$ cat config.mk
export PLATFORM = sky130hd
export DESIGN_NAME = irq_pending_latch
export DESIGN_NICKNAME = d
export VERILOG_FILES = /design/src/rtl/irq_pkg.sv /design/src/rtl/irq_chan_cell.sv /design/src/rtl/irq_pending_latch.sv
export SDC_FILE = /design/constraint.sdc
export NUM_CORES = 1
export LEC_CHECK = 0
export ABC_CLOCK_PERIOD_IN_PS = 1400
export BUFFER_PORTS_ARGS = -buffer_cell sky130_fd_sc_hd__buf_2
export CAP_MARGIN = 10
export CORE_AREA = 2 2 42 44
export CTS_CLUSTER_SIZE = 8
export DETAILED_ROUTE_END_ITERATION = 6
export DIE_AREA = 0 0 44 46
export GPL_ROUTABILITY_DRIVEN = 0
export PLACE_DENSITY = 0.72
export SLEW_MARGIN = 20
export SYNTH_ARGS = -nofsm -noshare
export SYNTH_HDL_FRONTEND = slang
export SYNTH_SLANG_ARGS = --single-unit
$ cat constraint.sdc
create_clock -name clk -period 1.4 [get_ports clk]
set_clock_uncertainty 0.1 [all_clocks]
set_input_delay 0.14 -clock clk [delete_from_list [all_inputs] [get_ports clk]]
set_output_delay 0.14 -clock clk [all_outputs]
set_load 0.01 [all_outputs]
$ cat src/rtl/irq_pkg.sv
// irq_pkg: shared defaults and reset constants for the interrupt pending latch
package irq_pkg;
  localparam int N_DEF = 4;
  localparam int IDX_W_DEF = 2;
  localparam logic [N_DEF-1:0] EDGE_SEL_DEF = 4'b1111;
  localparam logic EN_RST = 1'b0;
  localparam logic PEND_RST = 1'b0;
endpackage

$ cat src/rtl/irq_chan_cell.sv
// irq_chan_cell: one channel's edge detect, pending bit and sticky overflow bit
module irq_chan_cell
  import irq_pkg::*;
#(
  parameter logic EDGE = 1'b1
) (
  input  logic clk,
  input  logic rst,
  input  logic req,
  input  logic ack_hit,
  input  logic ovf_clr,
  output logic pending,
  output logic overflow
);
  logic req_q, rise, pend_nxt, ovf_nxt;
  assign rise = req & ~req_q;
  // a same-cycle ack loses to a new rise and also suppresses the overflow it would otherwise cause
  assign pend_nxt = EDGE ? (rise | (pending & ~ack_hit)) : req;
  assign ovf_nxt = (EDGE & rise & pending & ~ack_hit) | (overflow & ~ovf_clr);
  // previous-sample, pending and overflow state
  always_ff @(posedge clk or posedge rst)
    if (rst) begin
      req_q <= 1'b0;
      pending <= PEND_RST;
      overflow <= 1'b0;
    end else begin
      req_q <= req;
      pending <= pend_nxt;
      overflow <= ovf_nxt;
    end
endmodule

$ cat src/rtl/irq_pending_latch.sv
// irq_pending_latch: level-held request capture ahead of the priority encoder (optional IRQ_REQ_SYNC_EN input synchronizer)
module irq_pending_latch
  import irq_pkg::*;
#(
  parameter int N = N_DEF,
  parameter int IDX_W = IDX_W_DEF,
  parameter logic [N-1:0] EDGE_SEL = N'(EDGE_SEL_DEF)
) (
  input  logic             clk,
  input  logic             rst,
  input  logic [N-1:0]     req_in,
  input  logic             en_we,
  input  logic [N-1:0]     en_in,
  input  logic             ack_valid,
  input  logic [IDX_W-1:0] ack_idx,
  input  logic             ovf_clr,
  output logic [N-1:0]     pend_out,
  output logic             irq_any,
  output logic [N-1:0]     en_out,
  output logic [N-1:0]     overflow
);
  logic [N-1:0] req_s, pending, en;
`ifdef IRQ_REQ_SYNC_EN
  logic [N-1:0] sync1;
  // two-flop synchronizer so req_in may be asynchronous to clk
  always_ff @(posedge clk or posedge rst)
    if (rst) {req_s, sync1} <= '0;
    else {req_s, sync1} <= {sync1, req_in};
`else
  assign req_s = req_in;
`endif
  // channel-enable register
  always_ff @(posedge clk or posedge rst)
    if (rst) en <= {N{EN_RST}};
    else if (en_we) en <= en_in;
  for (genvar i = 0; i < N; i++) begin : g_chan
    irq_chan_cell #(.EDGE(EDGE_SEL[i])) u_cell (
      .clk(clk),
      .rst(rst),
      .req(req_s[i]),
      .ack_hit(ack_valid && ack_idx == IDX_W'(i)),
      .ovf_clr(ovf_clr),
      .pending(pending[i]),
      .overflow(overflow[i])
    );
  end
  assign pend_out = pending & en;
  assign irq_any = |pend_out;
  assign en_out = en;
endmodule

==> key figures, run 1 <==
Layout
  – Fin nets: roughly 110
  – Commonest non-fill, non-tap cell in the layout: buf_2
  – Diode count: 0
  – Final std cells w/o fill: 110
  – Final instance area: 951 µm²
  – Core Util, Final: 58.9%
  – Area delta synth->final: 43.1%
  – Commonest cells after routing, fill and taps aside: 26 x buf_2, 16 x dfrtp_1, 9 x inv_1, 9 x dlygate4sd3_1
  – Share of layout cells above drive strength 1: a little under half

Worst hold path
  – Hold crit path type: in2reg
  – Hold endpoint: g_chan[1].u_cell.overflow
  – Hold depth: 3
  – Hold_sp: ovf_clr

Global route
  – GRT Residual Overflow: 0
  – Largest net degree at the start of global routing: 17
  – Initial antenna violation count: 0
  – Vias in the first global route: roughly 470
  – All-Layer GR Usage: 13.2%
  – Global-route wire length before repair: roughly 1.8 mm

Timing
  – Min cycle time layout: around 1.7 ns
  – RSZ-0062 raised after global routing: true
  – Final Slew Violations: 0
  – Worst setup margin: -0.317 ns
  – Final count of hold timing violations: 0
  – Final worst-path cycle share: 123%
  – Worst Max-Slew Pin Slew: approximately 0.6 ns
  – Setup Viol. Count Final: 1
  – Fmax: just under 600 MHz
  – Total negative slack: -0.317 ns
  – Worst slew margin: between 60% and 70%

Routing
  – Final WL: between 1 and 1.5 mm
  – Drt pass-1 iters: 2
  – Antenna Violating Nets Remaining: 0
  – DRC: 0
  – Via/cell ratio: 4.81
  – WL/cell: 11.7 µm
  – Via count: about 530
  – DRT iter0 DRCs: 4

Floorplan
  – Total die area: about 0.002 mm²
  – DIE WIDTH: 44 µm
  – # rows: 15
  – Starting Density: 41.2%
  – Num ports: 28
  – Core area: 0.00161 mm²
  – Die Y: 46 µm

Power and ir drop
  – Pwr Density: about 1100 mW/mm²
  – Pleak: between 0.0005 and 0.0006 µW
  – Peak supply drop: ~0.54 mV

Clocking
  – Num CTS Buffers: 3
  – Root Buffer: clkbuf_4
  – CTS tree: done
  – H-tree depth: 1
  – Clock tree buffer depth: 2
  – Worst-Skew Late Latency: about 0.28 ns
  – Clock transition at the registers of the reported paths: roughly 0.090 ns
  – CTS Sinks: 16

Run status
  – Violated checks: negative setup slack
  – Outcome: finished, violations left

Setup path
  – CP max FO: 2
  – Req. time, crit path: 1.16 ns
  – Reg-to-reg startpoint: g_chan[2].u_cell.pending
  – Crit Path Category: reg2out
  – CP startpoint kind: flop
  – Reg-to-reg setup timing slack: between 0.3 and 0.4 ns
  – Reg-to-reg critical path endpoint: g_chan[2].u_cell.overflow
  – R2R depth: 3
  – Crit. End Element: output port
  – Worst EP arrival: 1.48 ns

Yosys
  – Ys Warns: 0
  – Post-synthesis sequential area ratio: between 60% and 70%
  – Mapped cell area: approximately 660 µm²
  – Gate count of the mapped netlist: 54
  – Mean post-synth cell area: 12.3 µm²
  – Syn nets: approximately 70
  – Synth cell types: 13
  – Register bit total from synthesis: 16

Placement
  – DP Worst Slack: -0.00751 ns
  – Post-detail-place hpwl: about 900 µm
  – Placed insts: 95
  – Dpl cell area: between 700 and 800 µm²
  – Buffers on Ports: 27

Job
  – MaxCap Viol Count: 0
[registers in the layout (all words and copies together) (netlist names)]
register                cells
en_out                      4
g_chan.u_cell.overflow      4
g_chan.u_cell.pending       4
g_chan.u_cell.req_q         4
[where the power goes]
| part | leakage, µW | total (µW) | switching (µW) | internal, µW |
|---|---|---|---|---|
| clock network | 0.0000210 | 301 | 143 | 158 |
| registers | 0.000186 | 528 | 22.7 | 505 |
| logic | 0.000297 | 220 | 94.9 | 125 |
[critical path: stages (launching register included)]
cell and delay [ns]:
dfrtp_1 0.38, and2_4 0.16, or4_4 0.52, buf_6 0.13
[metrics by stage]
step,hold slack (ns),total power [µW]
after global placement,0.127,715
after global routing,0.0606,1100
after CTS,0.0472,1060
after floorplan,-0.0463,652
after detailed placement,0.131,718
final,0.0609,1050
[per-layer routing]
layer	GRT usage, %	vias to the layer above	share of wire, %
met3	2.78	2	6.7
met1	15.0	242	44
met4	11.5	0	0.93
met2	20.9	23	48
li1	-	262	-
met5	0	-	0
[repair_timing]
item	CTS	global route
hold buffers	9	0
gates resized for setup	2	1
pin swaps	1	0
hold endpoints to repair	24	0
endpoints found under the setup margin	1	1
buffers inserted	2	0
[how the worst max path moves through the flow]
stage,start,endpoint,slack [ns]
global placement,g_chan[3].u_cell.pending,irq_any,0.002
detailed placement,g_chan[3].u_cell.pending,irq_any,-0.008
CTS,g_chan[3].u_cell.pending,irq_any,-0.32
finish,g_chan[3].u_cell.pending,irq_any,-0.32
global route,g_chan[2].u_cell.pending,irq_any,-0.34
floorplan,en_out[2],irq_any,0.03
[logic make-up after synthesis]
group | count (synthesis) | share of synthesized area (%)
flip-flops | 16 | 60.3
AND/OR/NAND/NOR | 13 | 14.3
buffers and inverters | 13 | 9.60
AO/OA/AOI/OAI | 8 | 9.04
multiplexers | 4 | 6.78
[cells in the mapped netlist]
master     n  area [µm²]
buf_4      4        30.0
and2_1     3        18.8
nand2b_1   4        25.0
o41ai_1    4        35.0
dfrtp_1   16         400
inv_1      9        33.8
nor3b_1    1        7.51
and2_4     1        8.76
and3_1     1        6.26
o22ai_1    4        25.0
mux2_2     4        45.0
or4_4      1        11.3
and3b_1    2        17.5
[cell type report]
type	instances	area, µm²
clock buffers	4	36.3
fillers	148	663
inverters	9	33.8
multi-input cells	25	205
flip-flops and latches	16	400
well taps	17	21.3
repair buffers	39	254
Power figures use the tool's default switching activity.
==> run 2: changes to the inputs <==
--- a/config.mk
+++ b/config.mk
@@ -5,6 +5,7 @@
 export SDC_FILE = /design/constraint.sdc
 export NUM_CORES = 1
 export LEC_CHECK = 0
+export ABC_AREA = 1
 export ABC_CLOCK_PERIOD_IN_PS = 1400
 export BUFFER_PORTS_ARGS = -buffer_cell sky130_fd_sc_hd__buf_2
 export CAP_MARGIN = 10
@@ -13,7 +14,7 @@
 export DETAILED_ROUTE_END_ITERATION = 6
 export DIE_AREA = 0 0 44 46
 export GPL_ROUTABILITY_DRIVEN = 0
-export PLACE_DENSITY = 0.72
+export PLACE_DENSITY = 0.74
 export SLEW_MARGIN = 20
 export SYNTH_ARGS = -nofsm -noshare
 export SYNTH_HDL_FRONTEND = slang
==> run 2 against run 1 <==
Net effect:
- the flow now finishes without violations
- critical endpoint unchanged
- register-to-register slack improved by 0.22 ns
- worst setup slack improved by 0.46 ns
- synthesized area increased by 2.6%
- wire length grew 2.2%
- first-iteration DRC count grew to 2.5 times the previous value
- global-route usage is 2.2 points higher
- clock-buffer cell count unchanged
- sequential power about the same
- worst hold slack lost 0.044 ns
- non-clock buffer count is 3 lower
- core utilization fell by 1.0 points
==> key figures, run 2 <==
Run status
  – Outcome: finished clean

Yosys
  – Post-synthesis sequential area ratio: 58.7% (-1.5 points)
  – Yosys top cell by area: dfrtp_1
  – Asr flop ratio synth: 100% (unchanged)
  – Mapped cell area: 682 µm² (+2.6%)
  – Top FF cell, synth: dfrtp_1
  – Mean post-synth cell area: 8.22 µm² (-33%)
  – Gate count of the mapped netlist: 83 (+54%)
  – Top cell type's share of synthesized area: 58.7% (-1.5 points)
  – Ys Warns: 0 (unchanged)
  – Register bit total from synthesis: 16 (unchanged)
  – Area contributors post-synth: dfrtp_1 59%, nand2_1 16%, inv_1 10%
  – Syn nets: 98 (+42%)
  – Synth cell types: 9 (-4)
  – Most frequent cell after synthesis: nand2_1
  – Commonest cells in the synthesized netlist: 29 x nand2_1, 19 x inv_1, 16 x dfrtp_1
  – Number of synthesized flops with an enable pin: 0 (unchanged)

Timing
  – Final Slew Violations: 0 (unchanged)
  – Fmax: 792 MHz (+36%)
  – Final worst-path cycle share: 90.1% (-33 points)
  – Total negative slack: 0 ns (+0.317 ns)
  – Worst slew margin: 61.4% (+0.68 points)
  – Min cycle time layout: 1.26 ns (-0.455 ns)
  – Worst Max-Slew Pin Slew: 0.579 ns (-0.0102 ns)
  – Setup Viol. Count Final: 0 (-1)
  – Final count of hold timing violations: 0 (unchanged)
  – RSZ-0062 raised after global routing: false

Setup path
  – Worst EP arrival: 1.02 ns (-0.46 ns)
  – Req. time, crit path: 1.16 ns (about the same)
  – Crit Path Category: reg2out
  – CP startpoint kind: flop
  – Crit. End Element: output port
  – CP max FO: 3 (+1)

Floorplan
  – Total die area: 0.00202 mm² (unchanged)
  – # rows: 15 (unchanged)
  – Die Y: 46 µm (unchanged)
  – Core area: 0.00161 mm² (unchanged)
  – Num ports: 28 (unchanged)
  – DIE WIDTH: 44 µm (unchanged)
  – Starting Density: 42.2% (+1.1 points)

Power and ir drop
  – Pwr Density: 1090 mW/mm² (-1.4%)
  – Internal: 749 µW (-5.1%)
  – Net load switching power: 268 µW (+2.9%)
  – Post-layout power: 1020 µW (-3.1%)
  – Reg power frac: 52.1% (+1.8 points)
  – Pleak: 0.000581 µW (+15%)
  – Comb pwr share: 18.2% (-2.8 points)
  – Clock power share: 29.7% (+1.0 points)
  – Switching Fraction: 26.4% (+1.5 points)
  – Peak supply drop: 0.751 mV (+40%)

Global route
  – Initial antenna violation count: 0 (unchanged)
  – Largest net degree at the start of global routing: 17 (unchanged)
  – GRT Residual Overflow: 0 (unchanged)
  – Global-route wire length before repair: 2.19 mm (+19%)
  – Vias in the first global route: 534 (+13%)
  – All-Layer GR Usage: 15.4% (+2.2 points)

Clocking
  – H-tree depth: 1 (unchanged)
  – Num CTS Buffers: 3 (unchanged)
  – Clock transition at the registers of the reported paths: 0.09 ns (about the same)
  – Worst-Skew Late Latency: 0.28 ns (about the same)
  – Clock tree buffer depth: 2 (unchanged)
  – CTS tree: done
  – Root Buffer: clkbuf_4
  – CTS Sinks: 16 (unchanged)

Routing
  – Drt pass-1 iters: 4 (+2)
  – Via/cell ratio: 4.35 (-9.5%)
  – Final WL: 1.32 mm (+2.2%)
  – WL/cell: 9.68 µm (-17%)
  – DRT iter0 DRCs: 10 (+6)
  – DRC: 0 (unchanged)
  – Via count: 592 (+12%)
  – Antenna Violating Nets Remaining: 0 (unchanged)

Placement
  – Placed insts: 123 (+29%)
  – Post-detail-place hpwl: 942 µm (+4.2%)
  – Buffers on Ports: 27 (unchanged)

Worst hold path
  – Hold crit path type: in2reg

Layout
  – Commonest cells after routing, fill and taps aside: 29 x nand2_1, 27 x buf_2, 19 x inv_1
  – Area delta synth->final: 37.1%
  – Fin nets: 135 (+24%)
  – Final std cells w/o fill: 136 (+24%)
  – Diode count: 0 (unchanged)
  – Commonest non-fill, non-tap cell in the layout: nand2_1
  – Layout fillers: 161 (+8.8%)
  – Area of the multi-input gates: 180 µm² (-12%)
  – Share of layout cells above drive strength 1: 26.1% (-19 points)
  – FF/Latch Area: 400 µm² (unchanged)

Job
  – MaxCap Viol Count: 0 (unchanged)
-- run 2: changes by cell type after synthesis, sizes merged, moves of 4 or more --
cell    previous run  this run
nand3              0         5
mux2               4         0
nand2              0        29
inv                9        19
nand2b             4         0
o41ai              4         0
o21ai              0         5
nor2               0         4
and2               4         0
o22ai              4         0
-- run 2: power groups by stage --
stage,clock network (µW),registers (µW),logic (µW)
2_1_floorplan,0,540,104
3_3_place_gp,0,537,166
3_5_place_dp,0,540,167
4_1_cts,313,531,187
5_1_grt,338,536,211
6_report,301,530,185
-- run 2: layout make-up --
type                       instances  share of cell area (%)
sequential                        16                    42.8
tap                               17                    2.28
clock buffer                       4                    3.88
multi-input combinational         44                    19.3
inverter                          19                    7.63
timing repair buffer              36                    24.1
-- run 2: logic make-up (layout without fill, tap and decap cells) --
logic type | count (synthesis) | in the layout | share of synthesized area [%]
buffers and inverters | 23 | 59 | 14.9
flip-flops | 16 | 16 | 58.7
AO/OA/AOI/OAI | 5 | 5 | 3.67
AND/OR/NAND/NOR | 39 | 39 | 22.8
-- run 2: routing by layer --
metal / routed length [µm] / GRT usage [%]
met1: 563 / 18.3
met2: 652 / 25.0
met3: 85 / 3.97
met4: 14 / 9.09
met5: 0 / 0
-- run 2: what timing repair did --
action	CTS	global route
hold endpoints to repair	27	0
hold buffers	9	0
buffers inserted	0	0
resized for setup	0	0
-- run 2: metrics by stage --
step / hold WS [ns] / worst slack, ns / area [µm²] / util [%]
after floorplan: -0.0463 / 0.517 / 682 / -
after global placement: 0.131 / 0.453 / 808 / 50.1
after detailed placement: 0.135 / 0.452 / 808 / 50.1
after CTS: 0.0135 / 0.118 / 935 / 57.9
after global routing: 0.0269 / 0.0392 / 935 / 57.9
final: 0.0168 / 0.138 / 935 / 57.9
-- run 2: critical path, cell delays in order, from the launching register on --
cell and delay (ns):
dfrtp_1 0.41, nand2_1 0.10, nand4_1 0.08, buf_2 0.14
-- run 2: final timing paths --
kind / cells after the start / start / slack, ns / end
max reg2reg: 5 / g_chan[1].u_cell.req_q / 0.57 / g_chan[1].u_cell.overflow
min reg2reg: 1 / g_chan[3].u_cell.req_q / 0.36 / g_chan[3].u_cell.pending
max: 3 / en_out[2] / 0.14 / irq_any
max in group asynchronous: 3 / rst / 0.47 / g_chan[3].u_cell.pending
min: 4 / ovf_clr / 0.02 / g_chan[2].u_cell.overflow
min in group asynchronous: 3 / rst / 0.35 / g_chan[1].u_cell.req_q
